### src/rtl/mole_scheduler_if.sv
// Game-side bundle between the button/display fabric and mole_scheduler.
// master drives enable and button pulses; slave (the scheduler) drives display and HUD lines.
interface mole_scheduler_if #(
    parameter int unsigned NUM_MOLES = 9
);
    logic                 enable;
    logic [NUM_MOLES-1:0] btn;
    logic [NUM_MOLES-1:0] appear;
    logic [NUM_MOLES-1:0] hit;
    logic [3:0]           active_idx;
    logic [15:0]          score;
    logic [7:0]           misses;

    modport master (
        output enable, btn,
        input  appear, hit, active_idx, score, misses
    );

    modport slave (
        input  enable, btn,
        output appear, hit, active_idx, score, misses
    );
endinterface

### src/rtl/mole_scheduler.sv
// Whack-a-mole game controller: LFSR-driven mole selection, tick-timed GAP/UP/HIT rounds,
// whack detection and saturating score/miss counters.
module mole_scheduler #(
    parameter int unsigned NUM_MOLES = 9,
    parameter int unsigned TICK_DIV  = 250000,
    parameter int unsigned UP_TICKS  = 100,
    parameter int unsigned HIT_TICKS = 30,
    parameter int unsigned GAP_TICKS = 50,
    parameter logic [15:0] LFSR_SEED = 16'hACE1
) (
    input logic             clk,
    input logic             rst,
    mole_scheduler_if.slave bus
);
    localparam int unsigned PRE_W     = (TICK_DIV > 1) ? $clog2(TICK_DIV) : 1;
    localparam int unsigned MAX_TICKS = (UP_TICKS > HIT_TICKS)
                                        ? ((UP_TICKS > GAP_TICKS) ? UP_TICKS : GAP_TICKS)
                                        : ((HIT_TICKS > GAP_TICKS) ? HIT_TICKS : GAP_TICKS);
    localparam int unsigned CNT_W     = $clog2(MAX_TICKS + 1);

    typedef enum logic [1:0] {
        IDLE,
        GAP,
        UP,
        HIT
    } state_t;

    state_t               state_q, state_d;
    logic [PRE_W-1:0]     prescaler_q;
    logic [CNT_W-1:0]     tick_cnt_q;
    logic [15:0]          lfsr_q;
    logic [3:0]           prev_idx_q;
    logic [3:0]           active_idx_q;
    logic [NUM_MOLES-1:0] appear_q;
    logic [NUM_MOLES-1:0] hit_q;
    logic [15:0]          score_q;
    logic [7:0]           misses_q;

    logic                 tick;
    logic                 expire;
    logic [CNT_W-1:0]     last_tick;
    logic                 lfsr_fb;
    logic [3:0]           rand_idx;
    logic [3:0]           next_idx;
    logic [3:0]           idx_sel;
    logic [NUM_MOLES-1:0] sel_mask;
    logic [NUM_MOLES-1:0] up_mask;
    logic                 correct_press;
    logic                 wrong_press;
    logic                 score_inc;
    logic [1:0]           miss_inc;
    logic [8:0]           miss_sum;

    assign lfsr_fb = lfsr_q[15] ^ lfsr_q[13] ^ lfsr_q[12] ^ lfsr_q[10];
    assign tick    = (prescaler_q == PRE_W'(TICK_DIV - 1));

    always_comb begin
        last_tick = '0;
        case (state_q)
            GAP:     last_tick = CNT_W'(GAP_TICKS - 1);
            UP:      last_tick = CNT_W'(UP_TICKS - 1);
            HIT:     last_tick = CNT_W'(HIT_TICKS - 1);
            default: last_tick = '0;
        endcase
    end

    assign expire = tick && (tick_cnt_q == last_tick);

    // Fold the 4-bit random value into range, then step past the previous mole.
    always_comb begin
        rand_idx = lfsr_q[3:0];
        if (32'(lfsr_q[3:0]) >= NUM_MOLES) begin
            rand_idx = 4'(32'(lfsr_q[3:0]) - NUM_MOLES);
        end
        next_idx = rand_idx;
        if (rand_idx == prev_idx_q) begin
            next_idx = (32'(rand_idx) == NUM_MOLES - 1) ? 4'd0 : rand_idx + 4'd1;
        end
    end

    assign sel_mask      = NUM_MOLES'(1) << active_idx_q;
    assign idx_sel       = (state_q == UP) ? active_idx_q : next_idx;
    assign up_mask       = NUM_MOLES'(1) << idx_sel;
    assign correct_press = |(bus.btn & sel_mask);
    assign wrong_press   = |(bus.btn & ~sel_mask);

    always_comb begin
        state_d   = state_q;
        score_inc = 1'b0;
        miss_inc  = 2'd0;
        if (!bus.enable) begin
            state_d = IDLE;
        end else begin
            case (state_q)
                IDLE: state_d = GAP;
                GAP: begin
                    if (expire) state_d = UP;
                end
                UP: begin
                    if (correct_press) begin
                        state_d   = HIT;
                        score_inc = 1'b1;
                    end else begin
                        // A wrong whack and a timeout in the same cycle are two separate misses.
                        miss_inc = {1'b0, wrong_press} + {1'b0, expire};
                        if (expire) state_d = GAP;
                    end
                end
                HIT: begin
                    if (expire) state_d = GAP;
                end
                default: state_d = IDLE;
            endcase
        end
    end

    assign miss_sum = {1'b0, misses_q} + {7'b0, miss_inc};

    always_ff @(posedge clk) begin
        if (rst) begin
            state_q      <= IDLE;
            prescaler_q  <= '0;
            tick_cnt_q   <= '0;
            lfsr_q       <= LFSR_SEED;
            prev_idx_q   <= '0;
            active_idx_q <= '0;
            appear_q     <= '0;
            hit_q        <= '0;
            score_q      <= '0;
            misses_q     <= '0;
        end else begin
            state_q <= state_d;
            lfsr_q  <= {lfsr_q[14:0], lfsr_fb};

            if ((state_d != state_q) || (state_q == IDLE)) begin
                prescaler_q <= '0;
                tick_cnt_q  <= '0;
            end else if (tick) begin
                prescaler_q <= '0;
                tick_cnt_q  <= tick_cnt_q + 1'b1;
            end else begin
                prescaler_q <= prescaler_q + 1'b1;
            end

            if ((state_q == GAP) && (state_d == UP)) begin
                active_idx_q <= next_idx;
                prev_idx_q   <= next_idx;
            end

            appear_q <= (state_d == UP)  ? up_mask  : '0;
            hit_q    <= (state_d == HIT) ? sel_mask : '0;

            if (score_inc && (score_q != '1)) begin
                score_q <= score_q + 16'd1;
            end
            misses_q <= miss_sum[8] ? '1 : miss_sum[7:0];
        end
    end

    assign bus.appear     = appear_q;
    assign bus.hit        = hit_q;
    assign bus.active_idx = active_idx_q;
    assign bus.score      = score_q;
    assign bus.misses     = misses_q;
endmodule

### src/flat_wrapper.sv
// flat-port wrapper written by rule: the top's interface ports become plain ports
module mole_scheduler_flat 
#(
    parameter int unsigned NUM_MOLES = 9,
    parameter int unsigned TICK_DIV  = 250000,
    parameter int unsigned UP_TICKS  = 100,
    parameter int unsigned HIT_TICKS = 30,
    parameter int unsigned GAP_TICKS = 50,
    parameter logic [15:0] LFSR_SEED = 16'hACE1
)
  (clk, rst, bus_enable, bus_btn, bus_appear, bus_hit, bus_active_idx, bus_score, bus_misses);
  mole_scheduler_if #(.NUM_MOLES(NUM_MOLES)) bus_i ();
  input logic clk;
  input logic rst;
  input wire logic [$bits(bus_i.enable)-1:0] bus_enable;
  input wire logic [$bits(bus_i.btn)-1:0] bus_btn;
  output wire logic [$bits(bus_i.appear)-1:0] bus_appear;
  output wire logic [$bits(bus_i.hit)-1:0] bus_hit;
  output wire logic [$bits(bus_i.active_idx)-1:0] bus_active_idx;
  output wire logic [$bits(bus_i.score)-1:0] bus_score;
  output wire logic [$bits(bus_i.misses)-1:0] bus_misses;
  assign bus_i.enable = bus_enable;
  assign bus_i.btn = bus_btn;
  assign bus_appear = bus_i.appear;
  assign bus_hit = bus_i.hit;
  assign bus_active_idx = bus_i.active_idx;
  assign bus_score = bus_i.score;
  assign bus_misses = bus_i.misses;
  mole_scheduler #(.NUM_MOLES(NUM_MOLES), .TICK_DIV(TICK_DIV), .UP_TICKS(UP_TICKS), .HIT_TICKS(HIT_TICKS), .GAP_TICKS(GAP_TICKS), .LFSR_SEED(LFSR_SEED)) u_core (.clk(clk), .rst(rst), .bus(bus_i));
endmodule
### config.mk
export PLATFORM = sky130hd
export DESIGN_NAME = mole_scheduler_flat
export DESIGN_NICKNAME = d
export VERILOG_FILES = /design/src/rtl/mole_scheduler_if.sv /design/src/rtl/mole_scheduler.sv /design/src/flat_wrapper.sv
export SDC_FILE = /design/constraint.sdc
export NUM_CORES = 1
export LEC_CHECK = 0
export ABC_AREA = 1
export BUFFER_PORTS_ARGS = -buffer_cell sky130_fd_sc_hd__buf_2
export CAP_MARGIN = 20
export CORE_AREA = 4 4 108 110
export CTS_CLUSTER_DIAMETER = 200
export DETAILED_ROUTE_END_ITERATION = 10
export DIE_AREA = 0 0 112 114
export PLACE_DENSITY = 0.66
export SLEW_MARGIN = 20
export SYNTH_ARGS = -nofsm -noshare
export SYNTH_HDL_FRONTEND = slang
export SYNTH_SLANG_ARGS = --single-unit
export TNS_END_PERCENT = 20
### constraint.sdc
create_clock -name clk -period 8.3 [get_ports clk]
set_input_delay 0.415 -clock clk [delete_from_list [all_inputs] [get_ports clk]]
set_output_delay 0.415 -clock clk [all_outputs]
set_load 0.01 [all_outputs]
==> impl_summary.txt <==
----------------------------------------------------
[Logic synthesis]
  Top post-synthesis cells by area ... dfxtp_1, nand2_1, nor2_1
  Synth Area in XOR/XNOR ... 6.35%
  Complex-gate fraction of the synthesized area ... 4.99%
  Synth Instances ... 674
  Number of nets in the synthesized netlist ... 701
  Top cells by count, synth ... nand2_1, nor2_1, dfxtp_1
  Avg Cell Area, Syn ... 6.96 um2
  Count of flip-flops with a built-in enable after synthesis ... 0
  Multiplexer fraction of the synthesized cell area ... 0%
  Most common flop cell mapped by yosys ... dfxtp_1
  Number of different library cells in the post-synthesis netlist ... 36
  Async set-or-reset flop fraction in the synthesized netlist ... 0%
  Number of flip-flops and latches in the synthesized netlist ... 89
  Leading cell type by number of instances after synthesis ... nand2_1
  Post-Synthesis Cell Area ... 0.00469 mm2
  Dominant combinational cell family by area after synthesis ... simple AND/OR/NAND/NOR gates
  Post-synthesis cell type with the largest combined area ... dfxtp_1
  Number of warnings issued by yosys ... 0
  Post-synth top area share ... 38.0%
  Portion of the post-synthesis area used by sequential elements ... 38.0%
  Share of synthesized cell area in and, or, nand and nor gates ... 37.9%
  Post-synthesis share of cell area spent on full adders, half adders and majority gates ... 4.16%

[Clock network]
  Cell at the root of the clock tree ... clkbuf_8
  Number of buffers inserted by post-CTS setup repair ... 0
  Clock buffer depth ... 2
  Cts-stage hold buffer count ... 0
  Clock latency on the worst-skew pair ... 390 ps
  Clock slew at reported path FFs ... 100 ps
  TritonCTS clock tree ... yes
  Post-cts gate resize count ... 0
  Total CTS buffers ... 9
  Clock Sinks ... 89
  Number of H-tree branching levels ... 3

[Worst setup path]
  Required @ worst endpoint ... 8610 ps
  Library cell contributing the largest single delay on the critical path ... dfxtp_1
  Reg2reg setup slack ... 4810 ps
  Path depth of the worst reg2reg path ... 18
  CP max FO ... 7
  Element type at the critical path start ... flop
  Slowest cell delay on critical path ... 460 ps
  Worst setup path startpoint ... u_core.bus.active_idx[0]
  Cells along the critical path ... nand2_1 > nor2_1 > inv_1 > a22o_1 > a221oi_1 > nand3_1 > ha_1 > nand2_1 > nor2_1 > ha_1 > inv_1 > fa_1 > nor2_1 > and3_1 > nand2_1 > nor2_1 > inv_1 > a21oi_1
  Capturing element type of the critical path ... flop
  Critical R2R Launch ... u_core.bus.active_idx[0]
  Worst Setup EP ... u_core.bus.misses[4]
  Crit Path Class ... flop to flop
  Terminus of the critical flop-to-flop path ... u_core.bus.misses[4]
  Dominant cell type by count on the critical path ... nor2_1
  Worst path arrival time ... 3800 ps

[STA]
  Final worst path period share ... 42.0%
  Post-Route Setup TNS ... 0 ps
  Worst clock skew on the final layout ... 11.0 ps
  Normalized max-slew margin ... 65.8%
  Setup-violating endpoint count in the final report ... 0
  Max Clock Freq ... 0.287 GHz
  Number of failing hold endpoints at the final stage ... 0
  Setup repair after global routing missed its margin ... no
  Final worst path period need ... 3490 ps
  Transition time at the pin with the least slew margin ... 512 ps
  Slew Limit Fails ... 0

[Power]
  Switching power ... 0.218 mW
  Overall power ... 0.789 mW
  Max VDD drop ... 0.000122 V
  Total internal power ... 0.570 mW
  Relative contribution of combinational cells to total power ... 7.9%
  Sw Share ... 27.7%
  Leakage component of the power ... 2.33 nW
  Seq pwr share ... 55.3%
  Cell Pwr Density ... 149 mW/mm2
  Power share of the clock group ... 36.7%

[Finish]
  Share of post-route cells with drive strength above 1 ... 15.6%
  Final net count ... 760
  Flip-flop and latch area ... 0.00178 mm2
  Layout overhead on the synthesized area ... 12.8%
  Antenna cells ... 0
  Multi-input gate area ... 0.00250 mm2
  Filler Cells Inserted ... 1,093

[Drt]
  Total Routed Length ... 10,000 um
  Antenna Violating Nets Remaining ... 0
  Via count ... 4,194
  Drt drc ... 0
  Routed vias/inst ... 4.78
  Wire per inst ... 11.4 um
  Length of the first detailed-routing pass in iterations ... 4
  Starting DRC count in detailed routing ... 168

[GRT]
  Pin count of the biggest net entering global routing ... 33
  Global route overflow ... 0
  Antenna violations before repair ... 0
  Wire length of the first global-routing pass ... 17,500 um
  GRT Resource Usage Total ... 16.6%
  Number of global-route vias before repair ... 3,973

[Floorplan]
  Placeable core region ... 0.0107 mm2
  Initial core utilization ... 43.8%
  Horizontal die dimension ... 112 um
  Die span in y ... 114 um
  I/O pin count ... 58
  Die area ... 0.0128 mm2
  Number of cell rows ... 38

[Placed design]
  Final RePlAce weighted congestion ... 0.911
  Port Buffer Count ... 57
  Post-detailed-placement half-perimeter wirelength ... 7710 um

[Run]
  Count of max-cap constraint violations ... 0

[Status]
  Outcome ... finished, final reports clean

[Worst hold path]
  Worst min-delay path category ... flop to flop

----------------------------------------------------
## metrics by stage
stage / utilization [%] / cell area (um2) / cells / worst slack, ps / hold slack (ps)
2_1_floorplan: - / 4690 / 674 / 5210 / 388
5_1_grt: 49.5 / 5290 / 878 / 4390 / 431
6_report: 49.5 / 5290 / 878 / 4810 / 413
4_1_cts: 49.5 / 5290 / 878 / 4770 / 416
3_5_place_dp: 47.7 / 5100 / 862 / 4770 / 397
3_3_place_gp: 47.7 / 5100 / 862 / 4990 / 393
## final cells by class
| type | count | area share [%] |
|---|---|---|
| timing repair buffer | 57 | 5.39 |
| sequential | 89 | 33.7 |
| tap | 140 | 3.31 |
| inverter | 95 | 6.74 |
| multi-input combinational | 481 | 47.3 |
| clock inverter | 6 | 1.18 |
| clock buffer | 10 | 2.41 |
## state kept, by name, summed over array words and instances, names as in the netlist
| register | cells |
|---|---|
| u_core.bus.active_idx | 4 |
| u_core.bus.appear | 9 |
| u_core.bus.hit | 9 |
| u_core.bus.misses | 8 |
| u_core.bus.score | 16 |
| u_core.lfsr_q | 16 |
| u_core.prescaler_q | 18 |
| u_core.state_q | 2 |
| u_core.tick_cnt_q | 7 |
## per-layer routing
| metal | GRT usage, % | routed length (um) |
|---|---|---|
| met5 | 0 | 0 |
| met4 | 5.37 | 121 |
| met3 | 5.57 | 509 |
| met2 | 26.9 | 4660 |
| met1 | 21.0 | 4710 |
## how the worst min path moves through the flow
stage,startpoint,to,slack [ps],depth (start not counted)
2_1_floorplan,u_core.lfsr_q[11],u_core.lfsr_q[12],390,2
3_3_place_gp,u_core.lfsr_q[9],u_core.lfsr_q[10],390,1
3_5_place_dp,u_core.lfsr_q[9],u_core.lfsr_q[10],400,1
4_1_cts,u_core.lfsr_q[8],u_core.lfsr_q[9],420,2
5_1_grt,u_core.lfsr_q[6],u_core.lfsr_q[7],430,1
6_report,u_core.lfsr_q[8],u_core.lfsr_q[9],410,2
## power by group through the flow
| stage | combinational (mW) | sequential, mW | clock [mW] |
|---|---|---|---|
| finish | 0.0626 | 0.436 | 0.290 |
| global route | 0.0720 | 0.437 | 0.321 |
| CTS | 0.0625 | 0.436 | 0.303 |
| detailed placement | 0.0623 | 0.446 | 0 |
| global placement | 0.0611 | 0.446 | 0 |
| floorplan | 0.0488 | 0.445 | 0 |
## critical path: cells and delay by family, from the launching register on
kind	cells	cell delay, ps
fa+ha+maj	3	890
buf+inv	3	230
flops	1	460
simple gates	9	1290
compound gates	3	560
## cells by family (layout without fill, tap and decap cells)
kind of cell | count (synthesis) | after routing
XOR/XNOR | 34 | 34
AND/OR/NAND/NOR | 389 | 389
adder cells (fa/ha/maj) | 15 | 15
AO/OA/AOI/OAI | 43 | 43
buffers and inverters | 104 | 168
flip-flops | 89 | 89
## layout by cell type (no fill, tap or decap), types with 8 or more instances in the layout
cell and n:
or2_2 8, nor2_1 107, inv_1 86, a21oi_1 19, dfxtp_1 89, nand2_1 166
nand4_1 10, buf_2 57, clkbuf_8 9, o21ai_0 15, nor2_4 11, nor3_1 19
nand3_1 41, ha_1 14, xor2_1 29
Power figures use the tool's default switching activity.
